## config.mk

```make
export PLATFORM = sky130hd
export DESIGN_NAME = tri_feeder
export DESIGN_NICKNAME = d
export VERILOG_FILES = /design/src/rtl/tri_feeder.sv
export SDC_FILE = /design/constraint.sdc
export NUM_CORES = 1
export LEC_CHECK = 0
export ABC_AREA = 1
export BUFFER_PORTS_ARGS = -buffer_cell sky130_fd_sc_hd__buf_4
export CORE_AREA = 2 2 155 157
export CTS_CLUSTER_SIZE = 40
export DETAILED_ROUTE_END_ITERATION = 7
export DIE_AREA = 0 0 157 159
export SLEW_MARGIN = 10
export SYNTH_ARGS = -nofsm -noshare
export SYNTH_HDL_FRONTEND = slang
export SYNTH_SLANG_ARGS = --single-unit
```

## constraint.sdc

```tcl
create_clock -name clk_in -period 1.6 [get_ports clk_in]
set_input_delay 0.08 -clock clk_in [delete_from_list [all_inputs] [get_ports clk_in]]
set_output_delay 0.08 -clock clk_in [all_outputs]
set_load 0.1 [all_outputs]
```

## src/rtl/tri_feeder.sv

```systemverilog
// Triangle producer: walks a flat vertex memory and hands triangles to the rasterizer.
// Optional back-face culling stage enabled by TRI_FEEDER_BACKFACE_CULL_EN.
module tri_feeder #(
  parameter int NUM_TRIS    = 12,
  parameter int MEM_LATENCY = 2,
  parameter int ADDR_W      = 8
) (
  input  logic              clk_in,
  input  logic              rst_in,
  input  logic              new_frame,
  input  logic              tri_ready,
  output logic [ADDR_W-1:0] mem_addr,
  input  logic [26:0]       mem_data,
  output logic [8:0]        vert1 [2:0],
  output logic [8:0]        vert2 [2:0],
  output logic [8:0]        vert3 [2:0],
  output logic              valid_tri,
  output logic              obj_done,
  output logic              busy,
  output logic [7:0]        tri_count
);

  typedef enum logic [2:0] {
    S_IDLE    = 3'd0,
    S_FETCH   = 3'd1,
    S_WAIT    = 3'd2,
    S_CULL    = 3'd3,
    S_PRESENT = 3'd4,
    S_DONE    = 3'd5
  } state_t;

  localparam logic [ADDR_W-1:0] LAST_T = ADDR_W'(NUM_TRIS - 1);

  state_t                 state_r;
  logic [ADDR_W-1:0]      t_r;
  logic [1:0]             slot_r;
  logic [MEM_LATENCY-1:0] pipe_vld_r;
  logic [1:0]             pipe_slot_r [MEM_LATENCY];
  logic [2:0][26:0]       cap_r;
  logic [2:0][26:0]       cap_next_s;
  logic                   slot2_in_s;
  logic                   last_s;

  assign slot2_in_s = pipe_vld_r[MEM_LATENCY-1] && (pipe_slot_r[MEM_LATENCY-1] == 2'd2);
  assign last_s     = (t_r == LAST_T);

  // Merge the word returning this cycle into its capture slot.
  always_comb begin
    cap_next_s = cap_r;
    if (pipe_vld_r[MEM_LATENCY-1] && (pipe_slot_r[MEM_LATENCY-1] != 2'd3)) begin
      cap_next_s[pipe_slot_r[MEM_LATENCY-1]] = mem_data;
    end else begin
      cap_next_s = cap_r;
    end
  end

`ifdef TRI_FEEDER_BACKFACE_CULL_EN
  logic signed [9:0]  dx21_s, dy31_s, dy21_s, dx31_s;
  logic signed [19:0] p1_s, p2_s;
  logic signed [20:0] area_s;
  logic               front_s;

  // Signed area of the captured triangle; positive means front-facing.
  always_comb begin
    dx21_s  = $signed({1'b0, cap_r[1][26:18]}) - $signed({1'b0, cap_r[0][26:18]});
    dx31_s  = $signed({1'b0, cap_r[2][26:18]}) - $signed({1'b0, cap_r[0][26:18]});
    dy21_s  = $signed({1'b0, cap_r[1][17:9]})  - $signed({1'b0, cap_r[0][17:9]});
    dy31_s  = $signed({1'b0, cap_r[2][17:9]})  - $signed({1'b0, cap_r[0][17:9]});
    p1_s    = dx21_s * dy31_s;
    p2_s    = dy21_s * dx31_s;
    area_s  = $signed({p1_s[19], p1_s}) - $signed({p2_s[19], p2_s});
    front_s = !area_s[20] && (area_s != 21'sd0);
  end
`endif

  // Read-tag pipe tracking outstanding reads, and the capture registers it feeds.
  always_ff @(posedge clk_in or negedge rst_in) begin
    if (!rst_in) begin
      pipe_vld_r <= {MEM_LATENCY{1'b0}};
      for (int i = 0; i < MEM_LATENCY; i++) pipe_slot_r[i] <= 2'd0;
      cap_r <= {81{1'b0}};
    end else begin
      pipe_vld_r[0]  <= (state_r == S_FETCH);
      pipe_slot_r[0] <= slot_r;
      for (int i = 1; i < MEM_LATENCY; i++) begin
        pipe_vld_r[i]  <= pipe_vld_r[i-1];
        pipe_slot_r[i] <= pipe_slot_r[i-1];
      end
      cap_r <= cap_next_s;
    end
  end

  // Frame sequencer with registered handshake and status outputs.
  always_ff @(posedge clk_in or negedge rst_in) begin
    if (!rst_in) begin
      state_r   <= S_IDLE;
      mem_addr  <= {ADDR_W{1'b0}};
      t_r       <= {ADDR_W{1'b0}};
      slot_r    <= 2'd0;
      valid_tri <= 1'b0;
      obj_done  <= 1'b0;
      busy      <= 1'b0;
      tri_count <= 8'd0;
      vert1     <= '{default: 9'd0};
      vert2     <= '{default: 9'd0};
      vert3     <= '{default: 9'd0};
    end else begin
      obj_done <= 1'b0;
      case (state_r)
        S_IDLE: begin
          if (new_frame) begin
            t_r       <= {ADDR_W{1'b0}};
            tri_count <= 8'd0;
            busy      <= 1'b1;
            if (NUM_TRIS == 0) begin
              state_r <= S_DONE;
            end else begin
              state_r  <= S_FETCH;
              mem_addr <= {ADDR_W{1'b0}};
              slot_r   <= 2'd0;
            end
          end
        end
        S_FETCH: begin
          if (slot_r == 2'd2) begin
            slot_r  <= 2'd0;
            state_r <= S_WAIT;
          end else begin
            slot_r   <= slot_r + 2'd1;
            mem_addr <= mem_addr + ADDR_W'(1);
          end
        end
        S_WAIT: begin
          if (slot2_in_s) begin
`ifdef TRI_FEEDER_BACKFACE_CULL_EN
            state_r <= S_CULL;
`else
            state_r   <= S_PRESENT;
            valid_tri <= 1'b1;
            for (int i = 0; i < 3; i++) begin
              vert1[i] <= cap_next_s[0][9*i +: 9];
              vert2[i] <= cap_next_s[1][9*i +: 9];
              vert3[i] <= cap_next_s[2][9*i +: 9];
            end
`endif
          end
        end
`ifdef TRI_FEEDER_BACKFACE_CULL_EN
        S_CULL: begin
          if (front_s) begin
            state_r   <= S_PRESENT;
            valid_tri <= 1'b1;
            for (int i = 0; i < 3; i++) begin
              vert1[i] <= cap_r[0][9*i +: 9];
              vert2[i] <= cap_r[1][9*i +: 9];
              vert3[i] <= cap_r[2][9*i +: 9];
            end
          end else begin
            t_r <= t_r + ADDR_W'(1);
            if (last_s) begin
              state_r <= S_DONE;
            end else begin
              state_r  <= S_FETCH;
              mem_addr <= mem_addr + ADDR_W'(1);
            end
          end
        end
`endif
        S_PRESENT: begin
          if (tri_ready) begin
            valid_tri <= 1'b0;
            vert1     <= '{default: 9'd0};
            vert2     <= '{default: 9'd0};
            vert3     <= '{default: 9'd0};
            tri_count <= (tri_count == 8'hFF) ? tri_count : tri_count + 8'd1;
            t_r       <= t_r + ADDR_W'(1);
            if (last_s) begin
              state_r <= S_DONE;
            end else begin
              state_r  <= S_FETCH;
              mem_addr <= mem_addr + ADDR_W'(1);
            end
          end
        end
        S_DONE: begin
          obj_done <= 1'b1;
          busy     <= 1'b0;
          state_r  <= S_IDLE;
        end
        default: begin
          state_r <= S_IDLE;
        end
      endcase
    end
  end

endmodule

```

==> results.tsv, run 1 <==
metric	value	unit
most frequent CP cell	nand2_4	
vias in the first global route	6096	
Hold WC Path Type	in2reg	
RSZ-0062 raised after global routing	true	
Initial Utilization	0.346	
Max-cap violations	0	
Ys Warns	0	
Syn Nets	914	
CP startpoint	state_r[1]	
worst slew pin tran	481	ps
Placed Instance Area	0.00953	mm2
dpl hpwl	13100	um
Slew Limit Fails	0	
Congestion Overflow GR	0	
FF-to-FF End	vert2[2]	
area delta synth->final	31.8	%
number of buffers added on ports	130	
fin nets	1066	
Post-Route WL	21500	um
Buf/Inv on CP	3	
total negative slack	0	ps
final worst path period share	0.980	
num rows	56	
nature of the critical path endpoint	flip-flop	
mean number of vias per cell	4.68	
Post-synth EDFFs	0	
CP max FO	15	
CTS sink count	200	
ys flop type	dfrtp_1	
Final Hold Vio Count	0	
top-count cell post-synth	nand2_1	
drt pass-1 iters	5	
Reg2Reg Depth	8	
area leader, netlist	dfrtp_1	
CTS tree	done	
initial antenna violation count	0	
WS Path Type	reg2reg	
Core ar.	0.0232	mm2
Avg Cell Area, Syn	9.13	um2
sequential fraction of the synthesis area	0.623	
status	finished clean	
Longest Clk Path Bufs	2	
Clock Skews	7.77	ps
Total GRT Usage	0.162	
first-pass GRT wire length	32200	um
top cell type's share of synthesized area	0.623	
hold path start	mem_data[17]	
crit path to	vert2[2]	
Worst path depth	8	
Reg clk slew, reported paths	70	ps
Synth async-reset ratio	1.00	
violation count after the first detailed-route iteration	456	
R2R Setup Slk	30	ps
fin area	0.0106	mm2
DRC	0	
slowest CP cell	dfrtp_2	
Slew Limit Headroom	0.680	
top post-synthesis cells by count	nand2_1, dfrtp_1, o21ai_0	
main area contributors after synthesis	dfrtp_1, nand2_1, o21ai_0	
worst r2r src	state_r[1]	
critical path startpoint category	flip-flop	
max incr delay on CP	440	ps
Die X	157	um
Num CTS Buffers	17	
ANT cells	0	
Mapped Area	0.00803	mm2
CTS root buf	clkbuf_16	
largest net degree at the start of global routing	81	
min cycle time layout	1570	ps
IO Pins	131	
Max Freq	0.638	GHz
Final GP Congestion	0.799	
Vias	6377	
wire per inst	15.7	um
H-tree level count	4	
layout cells sized above 1	0.227	
Worst path top cell family by delay	simple AND/OR/NAND/NOR gates	
synth unique cells	28	
Data required, critical path	1910	ps
Final Setup Violations	0	
CP Cell Sequence	nor2_4 > nand2_4 > inv_4 > nand2_4 > nand3_4 > buf_12 > buf_8 > o21ai_1	
Die Ht	159	um
post-synthesis instance total	880	
die footprint	0.0250	mm2
DRT antenna net count	0	
WP data arrival	1880	ps
Synth Register Bits	200	
Clock Latency Late Sink	430	ps
[cells by family after synthesis]
| kind of cell | synth area share |
|---|---|
| flip-flops | 0.623 |
| AO/OA/AOI/OAI | 0.123 |
| buffers and inverters | 0.0573 |
| XOR/XNOR | 0.00218 |
| adder cells (fa/ha/maj) | 0.00467 |
| AND/OR/NAND/NOR | 0.190 |
[cells in the final DEF (no fill, tap or decap), types with 3 or more instances in the layout]
cell type	instances
a21oi_1	3
buf_12	11
buf_4	142
buf_6	3
buf_8	3
bufinv_16	3
clkbuf_16	23
dfrtp_1	186
dfrtp_2	10
dfrtp_4	4
dlygate4sd3_1	8
inv_1	57
inv_6	4
inv_8	4
nand2_1	315
nand2_2	5
nand2_4	3
nand3_1	18
nand3_2	4
nand4_1	8
nor2_1	16
o21ai_0	110
o21ai_1	73
o21bai_1	4
[worst min-delay path by stage]
stage,cells after the start,slack [ps],to
floorplan,0,-220,busy
global placement,1,70,cap_r[59]
detailed placement,1,80,cap_r[59]
CTS,3,3,cap_r[6]
global route,3,20,cap_r[17]
finish,3,3,cap_r[17]
[timing repair]
action | in CTS | in global routing
pin swaps | 1 | 3
endpoints found under the setup margin | 10 | 97
hold buffers | 8 | 0
gates cloned | 0 | 12
resized for setup | 2 | 28
endpoints found under the hold margin | 182 | 0
buffers inserted | 0 | 3
[metal layers]
layer | vias up | global-route usage | wire (um)
li1 | 3129 | - | -
met1 | 3076 | 0.234 | 10300
met2 | 154 | 0.244 | 9660
met3 | 18 | 0.0438 | 1220
met4 | 0 | 0.0400 | 245
met5 | - | 0 | 0
[registers in the layout, indices dropped and copies added, names as in the netlist]
register and cells:
vert1 27, tri_count 8, busy 1, slot_r 2, valid_tri 1, t_r 8, pipe_vld_r 2, obj_done 1
cap_r 81, vert2 27, mem_addr 8, state_r 3, pipe_slot_r 4, vert3 27
[cell type report]
class | instances | area, um2
Fill cell | 2230 | 12600
Sequential cell | 200 | 5030
Multi-Input combinational cell | 577 | 2630
Timing Repair Buffer | 176 | 1660
Clock buffer | 17 | 425
Tap cell | 319 | 399
Inverter | 60 | 228
Clock inverter | 15 | 206
[through the flow]
step / instances / setup slack, ps / util / hold slack (ps)
floorplan: 880 / 12.0 / - / -216
global placement: 1309 / 70.1 / 0.411 / 70.1
detailed placement: 1309 / -14.7 / 0.411 / 75.8
CTS: 1349 / 19.3 / 0.442 / 3.42
global route: 1364 / -33.4 / 0.456 / 18.2
finish: 1364 / 31.4 / 0.456 / 2.96
[tightest hold or removal path, delay by kind of cell]
family	cells	cell delay, ps
AOI/OAI and AO/OA	1	100
buffers and inverters	2	200
Power of run 1 is left out: the tool's default activity adds up to more than one toggle a clock period on the data nets, which glitch-free logic cannot reach.
==> run 2, diff against run 1 <==
--- a/config.mk
+++ b/config.mk
@@ -7,10 +7,10 @@
 export LEC_CHECK = 0
 export ABC_AREA = 1
 export BUFFER_PORTS_ARGS = -buffer_cell sky130_fd_sc_hd__buf_4
-export CORE_AREA = 2 2 155 157
+export CORE_AREA = 8 8 148 177
 export CTS_CLUSTER_SIZE = 40
 export DETAILED_ROUTE_END_ITERATION = 7
-export DIE_AREA = 0 0 157 159
+export DIE_AREA = 0 0 156 185
 export SLEW_MARGIN = 10
 export SYNTH_ARGS = -nofsm -noshare
 export SYNTH_HDL_FRONTEND = slang
==> run 2 against run 1 <==
Against the previous run:
- via count down 0.67%
- non-clock buffer count up 4
- worst hold slack better by 13 ps
- design area up 0.51%
- sequential cell count unchanged
- cell count up 0.37%
- worst setup slack worse by 16 ps
- utilization down 0.38 points
- largest cell class unchanged
- highest routed layer unchanged
==> results.tsv, run 2 (same netlist as run 1, synthesis figures left out) <==
metric	value	unit	change
DRT antenna net count	0		unchanged
first-pass GRT wire length	32200	um	about the same
num rows	62		was 56
commonest non-fill, non-tap cell in the layout	nand2_1		unchanged
critical path startpoint category	flip-flop		unchanged
FF-to-FF End	vert1[0]		was vert2[2]
Longest Clk Path Bufs	2		unchanged
number of buffers added on ports	130		unchanged
hold path start	mem_data[14]		was mem_data[17]
Slew Limit Headroom	0.739		was 0.680
Hold WC Path Type	in2reg		unchanged
violation count after the first detailed-route iteration	265		was 456
Die X	156	um	was 157 um
Reg clk slew, reported paths	80	ps	was 70 ps
RSZ-0062 raised after global routing	true		unchanged
Final GP Congestion	0.774		was 0.799
Num CTS Buffers	17		unchanged
WS Path Type	reg2reg		unchanged
mean number of vias per cell	4.63		was 4.68
worst slew pin tran	391	ps	was 481 ps
Slew Limit Fails	0		unchanged
hold endpoint	cap_r[41]		was cap_r[17]
max reg flops	81		unchanged
wire per inst	15.8	um	was 15.7 um
CP max FO	8		was 15
layout cells sized above 1	0.242		was 0.227
nature of the critical path endpoint	flip-flop		unchanged
worst r2r src	state_r[1]		unchanged
dpl hpwl	13700	um	was 13100 um
Clock Latency Late Sink	430	ps	about the same
R2R Setup Slk	20	ps	was 30 ps
Initial Utilization	0.342		was 0.346
WHS Path Cells	3		unchanged
CTS tree	done		unchanged
pre-CTS setup slack	-35.9	ps	was -14.7 ps
IO Pins	131		unchanged
Die Ht	185	um	was 159 um
ANT cells	0		unchanged
H-tree level count	4		unchanged
Total GRT Usage	0.141		was 0.162
drt pass-1 iters	5		unchanged
Max Freq	0.631	GHz	was 0.638 GHz
Final Setup Violations	0		unchanged
Max-cap violations	0		unchanged
Core ar.	0.0235	mm2	was 0.0232 mm2
commonest cells after routing, fill and taps aside	nand2_1, dfrtp_1, buf_4		unchanged
WP data arrival	1930	ps	was 1880 ps
Congestion Overflow GR	0		unchanged
fin nets	1070		was 1066
Fill cells	2264		was 2230
Final Hold Vio Count	0		unchanged
Clock Skews	10.4	ps	was 7.77 ps
largest net degree at the start of global routing	82		was 81
largest register by flop count	cap_r		unchanged
min cycle time layout	1580	ps	was 1570 ps
status	finished clean		unchanged
Reg2Reg Depth	9		was 8
DRC	0		unchanged
Vias	6334		was 6377
final worst path period share	0.990		was 0.980
area delta synth->final	32.4	%	was 31.8%
Data required, critical path	1950	ps	was 1910 ps
CTS root buf	clkbuf_16		unchanged
vias in the first global route	6082		was 6096
die footprint	0.0289	mm2	was 0.0250 mm2
CTS sink count	200		unchanged
final worst slack	15.6	ps	was 31.4 ps
Post-Route WL	21600	um	was 21500 um
initial antenna violation count	0		unchanged
[run 2: cell types whose count changed in the layout (fill, tap and decap cells not counted), moves of 2 or more]
cell,change
nand2_1,-6
nand2_2,+5
o21ai_1,-5
buf_4,+4
dlygate4sd3_1,-4
o21ai_2,+4
clkinv_4,+3
buf_8,+2
bufinv_16,-2
[run 2: worst max-delay path by stage]
stage | from | to | slack (ps) | cells past startpoint
2_1_floorplan | tri_count[0] | tri_count[7] | 10 | 10
3_3_place_gp | state_r[1] | vert1[18] | 70 | 8
3_5_place_dp | state_r[1] | vert2[13] | -40 | 9
4_1_cts | state_r[0] | vert2[13] | 7 | 9
5_1_grt | state_r[1] | vert3[23] | -60 | 9
6_report | state_r[1] | vert1[0] | 20 | 9
[run 2: final cells by class]
| class | count | area [um2] | share of cell area |
|---|---|---|---|
| Clock buffer | 17 | 425 | 0.0400 |
| Clock inverter | 15 | 175 | 0.0165 |
| Inverter | 60 | 228 | 0.0214 |
| Multi-Input combinational cell | 577 | 2660 | 0.250 |
| Sequential cell | 200 | 5030 | 0.473 |
| Tap cell | 320 | 400 | 0.0376 |
| Timing Repair Buffer | 180 | 1720 | 0.162 |
[run 2: metal layers]
metal	up-vias	part of all wire	global-route usage	routed length, um
met1	3045	0.46	0.183	9900
met2	125	0.48	0.229	10400
met4	0	0.011	0.0397	227
met5	-	0	0	0
li1	3149	-	-	-
met3	15	0.048	0.0376	1030
[run 2: metrics by stage]
step           cells  TNS [ps]  instance area (um2)  utilization  hold slack [ps]
6_report        1369         0                10600        0.453             15.5
5_1_grt         1369     -1380                10600        0.453             21.2
4_1_cts         1349         0                10300        0.436             5.20
3_5_place_dp    1311     -35.9                 9570        0.407            -17.8
3_3_place_gp    1311         0                 9570        0.407            -16.4
2_1_floorplan    880         0                 8070            -             -216
[run 2: repair_timing]
action                     4_1_cts  5_1_grt
setup buffers                    1        8
hold endpoints to repair       175        0
cloned                           1       12
setup endpoints to repair        9       76
hold buffers                     4        0
pin swaps                        1        2
resized for setup                2       36
[run 2: critical path, stage by stage, from the launching register on]
cell and delay [ps]:
dfrtp_2 450, nor2_4 180, nand2_4 110, inv_4 90, nand2_4 60, nand3_4 150
buf_8 180, clkbuf_16 180, nand2_1 50, o21ai_0 70
Power of run 2 is left out for the same reason.
==> run 3, diff against run 2 <==
--- a/config.mk
+++ b/config.mk
@@ -11,6 +11,7 @@
 export CTS_CLUSTER_SIZE = 40
 export DETAILED_ROUTE_END_ITERATION = 7
 export DIE_AREA = 0 0 156 185
+export GPL_TIMING_DRIVEN = 0
 export SLEW_MARGIN = 10
 export SYNTH_ARGS = -nofsm -noshare
 export SYNTH_HDL_FRONTEND = slang
==> constraint.sdc (replaced) <==
create_clock -name clk_in -period 1.74 [get_ports clk_in]
set_input_delay 0.087 -clock clk_in [delete_from_list [all_inputs] [get_ports clk_in]]
set_output_delay 0.087 -clock clk_in [all_outputs]
set_load 0.1 [all_outputs]
==> run 3 against run 2 <==
Against the previous run:
- non-clock buffer count rose by 1
- die area did not move
- clock skew rose by 0.83 ps
- sequential cell count did not move
- fmax fell by 2.5%
- design area fell by 4.0%
- first-iteration DRC count rose by 53%
- utilization fell by 1.8 points
- critical path depth did not move
- routed wire length rose by 2.3%
==> results.tsv, run 3 (same netlist as run 1, synthesis figures left out) <==
metric	value	unit	change
IO Pins	131		unchanged
worst r2r src	pipe_slot_r[0]		was state_r[1]
layout cells sized above 1	0.225		was 0.242
CP Cell Sequence	inv_1 > nand3_4 > nand3_2 > nand3_2 > buf_6 > buf_12 > buf_6 > nand2_1 > o21ai_1		was nor2_4 > nand2_4 > inv_4 > nand2_4 > nand3_4 > buf_8 > clkbuf_16 > nand2_1 > o21ai_0
final worst path period share	0.934		was 0.990
Die X	156	um	unchanged
FF-to-FF End	vert3[25]		was vert1[0]
largest net degree at the start of global routing	96		was 82
min cycle time layout	1630	ps	was 1580 ps
drt pass-1 iters	4		was 5
slowest CP cell	dfrtp_1		was dfrtp_2
Clock Latency Late Sink	440	ps	was 430 ps
Max-cap violations	0		unchanged
fin util	0.434		was 0.453
Vias	6316		was 6334
Num CTS Buffers	17		unchanged
num rows	62		unchanged
CTS sink count	200		unchanged
WS Path Type	reg2reg		unchanged
worst slew pin tran	527	ps	was 391 ps
status	finished clean		unchanged
DRC	0		unchanged
ANT cells	0		unchanged
max reg flops	81		unchanged
violation count after the first detailed-route iteration	405		was 265
largest register by flop count	cap_r		unchanged
Hold WC Path Type	in2reg		unchanged
vias in the first global route	6362		was 6082
commonest non-fill, non-tap cell in the layout	nand2_1		unchanged
CTS root buf	clkbuf_16		unchanged
DRT antenna net count	0		unchanged
nature of the critical path endpoint	flip-flop		unchanged
first-pass GRT wire length	34800	um	was 32200 um
Final Hold Vio Count	0		unchanged
total negative slack	0	ps	unchanged
CTS tree	done		unchanged
Total GRT Usage	0.155		was 0.141
WHS Path Cells	3		unchanged
RSZ-0062 raised after global routing	false		was true
hold path start	mem_data[21]		was mem_data[14]
number of buffers added on ports	130		unchanged
die footprint	0.0289	mm2	unchanged
CP max FO	10		was 8
final worst slack	115	ps	was 15.6 ps
Final GP Congestion	0.806		was 0.774
Final Setup Violations	0		unchanged
Initial Utilization	0.342		unchanged
pre-CTS setup slack	-176	ps	was -35.9 ps
Slew Limit Fails	0		unchanged
Post-Route WL	22100	um	was 21600 um
Die Ht	185	um	unchanged
commonest cells after routing, fill and taps aside	nand2_1, dfrtp_1, buf_4		unchanged
Reg2Reg Depth	9		unchanged
dpl hpwl	16400	um	was 13700 um
Max Freq	0.615	GHz	was 0.631 GHz
max incr delay on CP	400	ps	was 450 ps
Longest Clk Path Bufs	2		unchanged
critical path startpoint category	flip-flop		unchanged
Core ar.	0.0235	mm2	unchanged
initial antenna violation count	0		unchanged
mean number of vias per cell	4.61		was 4.63
WP data arrival	1940	ps	was 1930 ps
area delta synth->final	27.1	%	was 32.4%
Reg clk slew, reported paths	80	ps	about the same
H-tree level count	4		unchanged
Slew Limit Headroom	0.649		was 0.739
wire per inst	16.1	um	was 15.8 um
Congestion Overflow GR	0		unchanged
hold endpoint	cap_r[21]		was cap_r[41]
Clock Skews	11.2	ps	was 10.4 ps
R2R Setup Slk	110	ps	was 20 ps
Data required, critical path	2050	ps	was 1950 ps
fin nets	1071		was 1070
[run 3: changes by cell type in the layout (fill, tap and decap cells not counted), moves of 4 or more]
| cell | change |
|---|---|
| nand2_2 | -5 |
| nand2_4 | -4 |
| buf_4 | -15 |
| buf_12 | -10 |
| nand2_1 | +9 |
| dfrtp_4 | -4 |
| clkbuf_1 | +5 |
| clkbuf_2 | +22 |
| o21ai_2 | -4 |
| clkbuf_16 | -6 |
| buf_2 | +7 |
[run 3: worst max-delay path by stage]
| stage | start | to | slack, ps | cells past startpoint |
|---|---|---|---|---|
| global route | pipe_slot_r[0] | vert3[0] | 6 | 9 |
| floorplan | tri_count[1] | tri_count[0] | 8 | 9 |
| CTS | pipe_slot_r[1] | vert2[1] | 7 | 7 |
| global placement | rst_in | tri_count[1] | -1040 | 1 |
| detailed placement | state_r[1] | vert2[5] | -180 | 8 |
| finish | pipe_slot_r[0] | vert3[25] | 110 | 9 |
[run 3: cell type report]
| type | count | area (um2) |
|---|---|---|
| multi-input combinational | 577 | 2590 |
| inverter | 60 | 230 |
| clock buffer | 17 | 425 |
| timing repair buffer | 138 | 1090 |
| clock inverter | 15 | 180 |
| buffer | 43 | 277 |
| tap | 320 | 400 |
| sequential | 200 | 5020 |
| fill | 2324 | 13300 |
[run 3: routing by layer]
layer / vias up / share of wire / track usage
li1: 3149 / - / -
met1: 3015 / 0.41 / 0.182
met2: 135 / 0.51 / 0.271
met3: 17 / 0.068 / 0.0408
met4: 0 / 0.014 / 0.0494
met5: - / 0 / 0
[run 3: what timing repair did]
action | CTS | global route
buffers inserted | 0 | 2
pin swaps | 0 | 1
hold buffers | 3 | 0
setup endpoints to repair | 60 | 94
gates cloned | 0 | 1
hold endpoints to repair | 108 | 0
gates resized for setup | 10 | 48
[run 3: per-stage QoR]
step / hold slack [ps] / instance area (um2) / std cells
2_1_floorplan: -209 / 8050 / 880
3_3_place_gp: 332 / 9420 / 1330
3_5_place_dp: -95.3 / 9490 / 1332
4_1_cts: 0.349 / 10100 / 1367
5_1_grt: 34.1 / 10200 / 1370
6_report: 7.01 / 10200 / 1370
[run 3: worst max-delay path, delay by kind of cell (launching register included)]
family,cells,cell delay (ps)
buf+inv,4,570
simple gates,4,460
flops,1,400
compound gates,1,60
Power of run 3 is left out for the same reason.
